$ cat src/rtl/iom_bus_pkg.sv
// Shared types and constants for the IOM bus-cycle master.
// Optional feature macro used by this slice: IOM_WAIT_TIMEOUT_EN.
package iom_bus_pkg;

  // One-hot bus-cycle state.
  typedef enum logic [4:0] {
    IDLE = 5'b00001,
    T1   = 5'b00010,
    T2   = 5'b00100,
    T3   = 5'b01000,
    T4   = 5'b10000
  } bus_state_e;

  localparam logic       STROBE_OFF = 1'b1;   // inactive level of RD/WR
  localparam logic [1:0] CS_IDLE    = 2'b11;  // no bank selected

  // One-hot code for a requester index.
  function automatic logic [1:0] onehot2(input logic idx);
    return idx ? 2'b10 : 2'b01;
  endfunction

  // Active-low chip select for the bank addressed by the bank bit.
  function automatic logic [1:0] bank_cs_n(input logic bank);
    return bank ? 2'b01 : 2'b10;
  endfunction

endpackage

$ cat src/rtl/iom_rr_arb2.sv
// Combinational two-way round-robin pick: pointer requester first, then the other.
module iom_rr_arb2
  import iom_bus_pkg::*;
(
  input  logic [1:0] req_i,
  input  logic [1:0] mask_i,
  input  logic       ptr_i,
  output logic       valid_o,
  output logic       winner_o
);

  logic [1:0] elig;

  // Drop masked requesters, then favour the pointer, falling back to the other one.
  always_comb begin
    elig     = req_i & ~mask_i;
    valid_o  = |elig;
    winner_o = elig[ptr_i] ? ptr_i : ~ptr_i;
  end

endmodule

$ cat src/rtl/iom_bus_arbiter.sv
// Bus-cycle master and two-requester arbiter for the shared memory/IO bus.
// Runs T1/T2/T3(wait)/T4 cycles for requester 0 (CPU) and 1 (DMA), granting
// round-robin, with back-to-back cycles straight from T4 when the other side waits.
// Optional feature macro: IOM_WAIT_TIMEOUT_EN (bounded T3 wait with err pulse).
module iom_bus_arbiter
  import iom_bus_pkg::*;
#(
  parameter int ADDR_W   = 20,
  parameter int DATA_W   = 8,
  parameter int BANK_BIT = 19,
  parameter int MAX_WAIT = 15
) (
  input  logic              clk,
  input  logic              rst,
  input  logic [1:0]        req,
  input  logic [1:0]        rnw,
  input  logic [ADDR_W-1:0] addr0,
  input  logic [ADDR_W-1:0] addr1,
  input  logic [DATA_W-1:0] wdata0,
  input  logic [DATA_W-1:0] wdata1,
  output logic [1:0]        gnt,
  output logic [1:0]        done,
`ifdef IOM_WAIT_TIMEOUT_EN
  output logic              err,
`endif
  output logic [DATA_W-1:0] rdata,
  output logic [ADDR_W-1:0] Address,
  output logic              ALE,
  output logic              RD,
  output logic              WR,
  output logic [1:0]        CS_n,
  output logic [DATA_W-1:0] Dout,
  input  logic [DATA_W-1:0] Din,
  input  logic              READY
);

  bus_state_e        state_q;
  logic              ptr_q;
  logic              owner_q;
  logic [ADDR_W-1:0] addr_q;
  logic              rnw_q;
  logic [DATA_W-1:0] wdata_q;
  logic [1:0]        gnt_q;
  logic [1:0]        done_q;
  logic              ale_q;
  logic              rd_q;
  logic              wr_q;
  logic [1:0]        cs_n_q;
  logic [DATA_W-1:0] dout_q;
  logic [DATA_W-1:0] rdata_q;

  logic [1:0]        arb_mask;
  logic              arb_valid;
  logic              arb_winner;
  logic              launch;
  logic              timeout_hit;
  logic [ADDR_W-1:0] sel_addr;
  logic              sel_rnw;
  logic [DATA_W-1:0] sel_wdata;

`ifdef IOM_WAIT_TIMEOUT_EN
  localparam int WAIT_W = (MAX_WAIT > 1) ? $clog2(MAX_WAIT) : 1;
  logic [WAIT_W-1:0] wait_q;
  logic              err_q;
`endif

  // In T4 the finishing owner is masked so the other side can go back-to-back.
  always_comb begin
    arb_mask = (state_q == T4) ? onehot2(owner_q) : 2'b00;
  end

  iom_rr_arb2 u_arb (
    .req_i    (req),
    .mask_i   (arb_mask),
    .ptr_i    (ptr_q),
    .valid_o  (arb_valid),
    .winner_o (arb_winner)
  );

  // Decide whether a new cycle starts and pick the winner's request fields.
  // NOTE: every always_comb output gets a value on every path (defaults first), otherwise a latch is inferred.
  always_comb begin
    launch      = arb_valid && ((state_q == IDLE) || (state_q == T4));
    sel_addr    = arb_winner ? addr1  : addr0;
    sel_rnw     = arb_winner ? rnw[1] : rnw[0];
    sel_wdata   = arb_winner ? wdata1 : wdata0;
    timeout_hit = 1'b0;
`ifdef IOM_WAIT_TIMEOUT_EN
    timeout_hit = (state_q == T3) && !READY && (wait_q == WAIT_W'(MAX_WAIT - 1));
`endif
  end

`ifdef IOM_WAIT_TIMEOUT_EN
  // Count READY-low cycles spent in T3; cleared as T3 is entered.
  always_ff @(posedge clk) begin
    if (rst) begin
      wait_q <= '0;
    end else if (state_q == T2) begin
      wait_q <= '0;
    end else if ((state_q == T3) && !READY) begin
      wait_q <= wait_q + 1'b1;
    end
  end
`endif

  // Bus-cycle FSM with registered bus outputs and request latching.
  // NOTE: rst is synchronous here: it is sampled only inside the clocked block and acts on the next edge.
  always_ff @(posedge clk) begin
    if (rst) begin
      state_q <= IDLE;
      ptr_q   <= 1'b0;
      owner_q <= 1'b0;
      addr_q  <= '0;
      rnw_q   <= 1'b0;
      wdata_q <= '0;
      gnt_q   <= 2'b00;
      done_q  <= 2'b00;
      ale_q   <= 1'b0;
      rd_q    <= STROBE_OFF;
      wr_q    <= STROBE_OFF;
      cs_n_q  <= CS_IDLE;
      dout_q  <= '0;
      rdata_q <= '0;
`ifdef IOM_WAIT_TIMEOUT_EN
      err_q   <= 1'b0;
`endif
    end else begin
      // NOTE: non-blocking assignments for all state, so every register sees pre-edge values.
      done_q <= 2'b00;
`ifdef IOM_WAIT_TIMEOUT_EN
      err_q  <= 1'b0;
`endif
      case (state_q)
        IDLE: ;  // only leaves through launch below
        T1: begin
          state_q <= T2;
          ale_q   <= 1'b0;
          if (rnw_q) begin
            rd_q <= 1'b0;
          end else begin
            wr_q   <= 1'b0;
            dout_q <= wdata_q;
          end
        end
        T2: state_q <= T3;
        T3: begin
          if (READY || timeout_hit) begin
            state_q <= T4;
            rd_q    <= STROBE_OFF;
            wr_q    <= STROBE_OFF;
            cs_n_q  <= CS_IDLE;
            done_q  <= gnt_q;
            if (timeout_hit) begin
              rdata_q <= '1;
`ifdef IOM_WAIT_TIMEOUT_EN
              err_q   <= 1'b1;
`endif
            end else if (rnw_q) begin
              rdata_q <= Din;
            end
          end
        end
        T4: begin
          state_q <= IDLE;
          gnt_q   <= 2'b00;
        end
        default: state_q <= IDLE;
      endcase

      // Start a new cycle from IDLE or straight out of T4.
      if (launch) begin
        state_q <= T1;
        owner_q <= arb_winner;
        ptr_q   <= ~arb_winner;
        addr_q  <= sel_addr;
        rnw_q   <= sel_rnw;
        wdata_q <= sel_wdata;
        gnt_q   <= onehot2(arb_winner);
        ale_q   <= 1'b1;
        cs_n_q  <= bank_cs_n(sel_addr[BANK_BIT]);
      end
    end
  end

  assign gnt     = gnt_q;
  assign done    = done_q;
  assign rdata   = rdata_q;
  assign Address = addr_q;
  assign ALE     = ale_q;
  assign RD      = rd_q;
  assign WR      = wr_q;
  assign CS_n    = cs_n_q;
  assign Dout    = dout_q;
`ifdef IOM_WAIT_TIMEOUT_EN
  assign err     = err_q;
`endif

endmodule

$ cat config.mk
export PLATFORM = sky130hd
export DESIGN_NAME = iom_bus_arbiter
export DESIGN_NICKNAME = d
export VERILOG_FILES = /design/src/rtl/iom_bus_pkg.sv /design/src/rtl/iom_rr_arb2.sv /design/src/rtl/iom_bus_arbiter.sv
export SDC_FILE = /design/constraint.sdc
export NUM_CORES = 1
export LEC_CHECK = 0
export ABC_AREA = 1
export CORE_ASPECT_RATIO = 1.75
export CORE_MARGIN = 2
export CORE_UTILIZATION = 32
export DETAILED_ROUTE_END_ITERATION = 16
export SLEW_MARGIN = 20
export SYNTH_ARGS = -nofsm -noshare
export SYNTH_HDL_FRONTEND = slang
export SYNTH_SLANG_ARGS = --single-unit
$ cat constraint.sdc
create_clock -name clk -period 3.09 [get_ports clk]
set_input_delay 0.4635 -clock clk [delete_from_list [all_inputs] [get_ports clk]]
set_output_delay 0.4635 -clock clk [all_outputs]
set_load 0.02 [all_outputs]
## Word level (Yosys, flattened, before mapping)

Index checks and enable logic that the tools add are counted.

| operators by class | value |
|---|---|
| bitwise logic cells | 8 |
| multiplexer cells | 25 |
| order comparisons | 1 |
| equality and inequality tests | 10 |
| reductions and logical operators | 17 |

Operators by type and width:

| cell | number |
|---|---|
| 2-to-1 mux 2 bit | 10 |
| 2-to-1 mux 20 bit | 1 |
| one-hot mux 5 bit (4 select lines) | 1 |
| nonzero test 2 bit | 5 |
| 2-to-1 mux 1 bit | 9 |
| AND reduction 3 bit | 3 |
| 2-to-1 mux 8 bit | 1 |
| != test 2 bit, second input constant | 4 |
| AND reduction 2 bit | 4 |
| inverter 1 bit | 6 |
| == test 5 x 1 -> 1 bit, second input constant | 1 |
| == test 5 x 2 -> 1 bit, second input constant | 1 |
| == test 5 x 3 -> 1 bit, second input constant | 1 |
| == test 5 x 4 -> 1 bit, second input constant | 1 |
| == test 5 bit, second input constant | 1 |
| 2-to-1 mux 5 bit | 1 |
| one-hot mux 1 bit (2 select lines) | 2 |
| OR reduction 2 bit | 2 |
| != test 3 bit, second input constant | 1 |
| OR reduction 3 bit | 1 |
| bitwise AND 2 bit | 1 |
| < comparator 1 x 2 -> 1 bit, second input constant | 1 |
| inverter 2 bit | 1 |
| logical AND 1 bit | 1 |
| logical OR 1 bit | 1 |

| storage, ports and cells | value |
|---|---|
| word-level logic and storage cells | 76 |
| register bits | 61 |
| output and inout port bits | 45 |
| bits of input ports | 71 |

## Logic depth before layout (Yosys ltp)

| logic depth | value |
|---|---|
| depth after elaboration | 10 |
| gate-level depth with buffers | 10 |
| mapped depth without buffers | 10 |

## Hierarchy

A second synthesis with hierarchy kept.

| second synthesis, totals | value |
|---|---|
| cell total of the unflattened synthesis | 400 |
| area total of the unflattened synthesis | 2,731.4 µm² |

By module, submodules not included:

| module | cells an instance | seq. area each (µm²) | area an instance (µm²) | times used |
|---|---|---|---|---|
| iom_bus_arbiter | 391 | 1,221.2 | 2,693.8 | 1 |
| iom_rr_arb2 | 9 | 0.0 | 37.5 | 1 |

## Worst setup path after synthesis

No wires, ideal clock.

| path | value |
|---|---|
| kind | flip-flop to flip-flop |
| start point | reg state_q[1] |
| end point | reg wr_q (netlist: WR) |
| data arrival time | 1.209 ns |
| cell stages (with the launch flop) | 10 |
| required time | 2.977 ns |
| slack | 1.768 ns |
| buffers on the path | 0 |
| setup time | 0.113 ns |
| period minus slack after synthesis | 1.322 ns |
| cells stage by stage | dfxtp_1 -> inv_1 -> nor2_1 -> nand2_1 -> nor2_2 -> inv_1 -> nand2_1 -> o211ai_1 -> nand2_1 -> nand2_1 |

| between the ends | value |
|---|---|
| longest elaborated chain between the ends | 3 |
| elaborated cells between the ends (all ways) | 7 |
| classes of those cells | 4 x eq/ne; 1 x mux; 2 x reduce/logical |

RTL lines:

| what | line | RTL |
|---|---|---|
| start: declaration | iom_bus_arbiter.sv:37 | `bus_state_e state_q;` |
| start signal: assignment | iom_bus_arbiter.sv:110 | `state_q <= IDLE;` |
| start signal: assignment | iom_bus_arbiter.sv:136 | `state_q <= T2;` |
| start signal: assignment | iom_bus_arbiter.sv:145 | `T2: state_q <= T3;` |
| == test 5 x 2 -> 1 bit / == test 5 x 4 -> 1 bit (equally long branches) | iom_bus_arbiter.sv:133 | `case (state_q)` |
| != test 2 bit (no source line) / nonzero test 2 bit (equally long branches) | - |  |
| AND reduction 3 bit (no source line) | - |  |
| end signal: assignment | iom_bus_arbiter.sv:120 | `wr_q <= STROBE_OFF;` |
| end signal: assignment | iom_bus_arbiter.sv:141 | `wr_q <= 1'b0;` |
| end signal: assignment | iom_bus_arbiter.sv:150 | `wr_q <= STROBE_OFF;` |
| end: declaration | iom_bus_arbiter.sv:47 | `logic wr_q;` |

Several ways; a longest one is shown, not always the timed one.
A chain may end at the register's enable or synchronous reset.

## Worst setup path after layout

| path | value |
|---|---|
| start point | in req[1] |
| end point | reg gnt_q[0] (netlist: gnt[0]) |

| between the ends | value |
|---|---|
| longest elaborated chain between the ends | 6 |
| elaborated cells between the ends (all ways) | 9 |
| classes of those cells | 5 x mux; 1 x bitwise; 3 x reduce/logical |

RTL lines:

| what | line | RTL |
|---|---|---|
| start: declaration | iom_bus_arbiter.sv:15 | `input logic [1:0] req,` |
| bitwise AND 2 bit (*) | iom_rr_arb2.sv:16 | `elig = req_i & ~mask_i;` |
| 2-to-1 mux 1 bit (not written as such) (2 in series) | iom_rr_arb2.sv:18 | `winner_o = elig[ptr_i] ? ptr_i : ~ptr_i;` |
| 2-to-1 mux 1 bit | iom_rr_arb2.sv:18 |  |
| 2-to-1 mux 2 bit | iom_bus_pkg.sv:19 | `return idx ? 2'b10 : 2'b01;` |
| 2-to-1 mux 2 bit | iom_bus_arbiter.sv:171 | `if (launch) begin` |
| end signal: assignment | iom_bus_arbiter.sv:178 | `gnt_q <= onehot2(arb_winner);` |
| end: declaration | iom_bus_arbiter.sv:43 | `logic [1:0] gnt_q;` |

Mark *: on every way between the ends. The rest lies on a longest branch, timed or not. The select of a mux whose other input is x is not followed.

==> results.toml <==
[layout]
layout.nets = 557
diodes = 0
multi_input_area_um2 = 1300
area_delta_synth_final_pct = 54.9
fill_cells = 861
seqCellArea_um2 = 1220
postLayoutCellArea_um2 = 4210
final_util_pct = 51.0
drive_above_1_share_pct = 7.13
finalNonFillerCells = 583

[die]
die_h_um = 126
floorplan.rows = 44
core_um2 = 8260
die-area_um2 = 9270
start_util_pct = 32.9
dieWidth_um = 73.7
ios = 116

[worst_setup_path]
worstSetupStartpointType = "input port"
critPathCaptureType = "register"
cp_max_fo = 33
cp.required_ns = 3.34
crit_type = "input port to register"
crit_arrival_ns = 2.28

[timing]
clock_skew_ns = 0.00556
rsz0062_at_grt = "false"
max_freq_ghz = 0.492
fin_crit_sh_pct = 65.8
slew_viol_final = 0
tightest_slew_ns = 0.620
slew_headroom_pct = 58.6
setup_viol = 0
period_needed_ns = 2.03
finalHoldViolations = 0
setup_tns_ns = 0

[global_route]
grt_pass1_vias = 2924
grt_antenna_before_repair = 0
grt_usage_pct = 19.5
grt_max_degree = 42
grt-ovfl-total = 0
grt_pass1_wl_um = 13800

[logic_synthesis]
synth_area_leader_cell = "dfxtp_1"
synth-seq-cells = 61
synthMostInstantiatedCell = "nand2_1"
synth_edf_count = 0
syn_avg_cell_area_um2 = 7.17
synthTopCellsByArea = "dfxtp_1, nand2_1, nand3_1, a21oi_1, buf_4"
syn_inst = 379
netlist_area_um2 = 2720
seq_area_frac_synth_pct = 44.9
synthArstFlopShare_pct = 0
yosys_warnings = 0
synth_nets = 450
synth_flop_cell = "dfxtp_1"
synth_commonest_cells = "nand2_1, nand3_1, dfxtp_1, a21oi_1, nor2_1"
ys_types = 24
synth_top_area_share_pct = 44.9

[cts]
post_cts_buffers = 0
cts-root-buf = "clkbuf_16"
clock_sinks = 61
cts_resized = 0
clk_pin_slew_ns = 0.05
cts_tree = "built"
holdBufCountCts = 0
clockBufferDepth = 2
clk_latency_ns = 0.32
numCtsBuffers = 9
htree_levels = 3

[power]
vdd_drop_max_uv = 302
power_density_nw_per_um2 = 607
swShare_pct = 26.4
switchingPower_mw = 0.674
p_leak_nw = 1.75
internal_power_mw = 1.88
clkPwrFrac_pct = 45.3
power_frac_seq_pct = 34.9
pwr-share-comb_pct = 19.8

[flow_run]
drv_cap = 0

[drt]
drc = 0
dr_total_vias = 2854
drt-wirelength-per-cell_um = 14.9
wl_um = 8690
drtAntennaViolNets = 0
vias_per_cell = 4.90
drt_iter0_markers = 138
firstDrtPassIters = 4

[place]
postPlaceCellArea_um2 = 3860
dp_hpwl_um = 6430
port_buffers = 115
placed_cells = 567
gp_congestion = 0.865

[hold_path]
worst_hold_path_type = "register to register"

[status]
status = "finished, final reports clean"
area by class of cell:
| class | instances | share of cell area [%] |
|---|---|---|
| Clock inverter | 6 | 2.62 |
| Inverter | 18 | 1.61 |
| Sequential cell | 61 | 29.0 |
| Timing Repair Buffer | 116 | 27.5 |
| Clock buffer | 10 | 5.68 |
| Multi-Input combinational cell | 280 | 30.8 |
| Tap cell | 92 | 2.73 |
state kept, by name, indices dropped and copies added, names as in the netlist:
signal and flops:
CS_n 2, ptr_q 1, gnt 2, Dout 8
done 2, ALE 1, rdata 8, RD 1
wdata_q 8, owner_q 1, WR 1, state_q 5
Address 20, rnw_q 1
cells by family (layout without fill, tap and decap cells):
logic type / Yosys count / after routing / share of synthesized area (%)
flops: 61 / 61 / 44.9
simple gates: 229 / 229 / 37.9
buf+inv: 38 / 150 / 7.32
compound gates: 51 / 51 / 9.85
placed cells by master (no fill, tap or decap), drive strengths merged:
cell type,count
nor2,24
dfxtp,61
nand3,73
clkinvlp,2
clkbuf,10
clkdlybuf4s50,115
and3,2
clkinv,2
o211ai,1
o22ai,2
nand2,125
bufinv,3
a21oi,38
buf,1
nand4,4
inv,17
o21ai,9
o31ai,1
nor3,1
worst paths after layout:
path	slack (ns)	to	startpoint	depth (start not counted)
worst max-delay path	1.06	gnt[0]	req[1]	7
worst min-delay path	0.45	WR	WR	2
worst max register to register	1.08	gnt[0]	state_q[1]	7
worst min register to register	0.45	WR	WR	2
stage by stage:
stage | hold slack [ns] | total power [mW] | worst slack, ns
finish | 0.449 | 2.56 | 1.06
global route | 0.475 | 2.67 | 0.883
CTS | 0.452 | 2.58 | 1.05
detailed placement | 0.442 | 1.42 | 0.751
global placement | 0.434 | 1.41 | 0.772
floorplan | 0.427 | 1.20 | 1.77
per-layer routing:
layer,GRT usage (%),wire [µm]
met5,0,0
met4,9.20,277
met3,3.60,331
met2,38.3,4990
met1,17.9,3090
critical path, cell delays in order:
cell and delay (ns):
clkdlybuf4s50_1 0.50, nand2_1 0.10, nand2_1 0.11, nand2_4 0.22, inv_2 0.51, nand2_1 0.17, a21oi_1 0.19
power by group through the flow:
stage / clock network [mW] / registers [mW] / logic [mW]
final: 1.16 / 0.893 / 0.505
after global routing: 1.21 / 0.898 / 0.558
after CTS: 1.17 / 0.893 / 0.512
after detailed placement: 0 / 0.909 / 0.509
after global placement: 0 / 0.909 / 0.506
after floorplan: 0 / 0.946 / 0.251
Power figures use the tool's default switching activity.
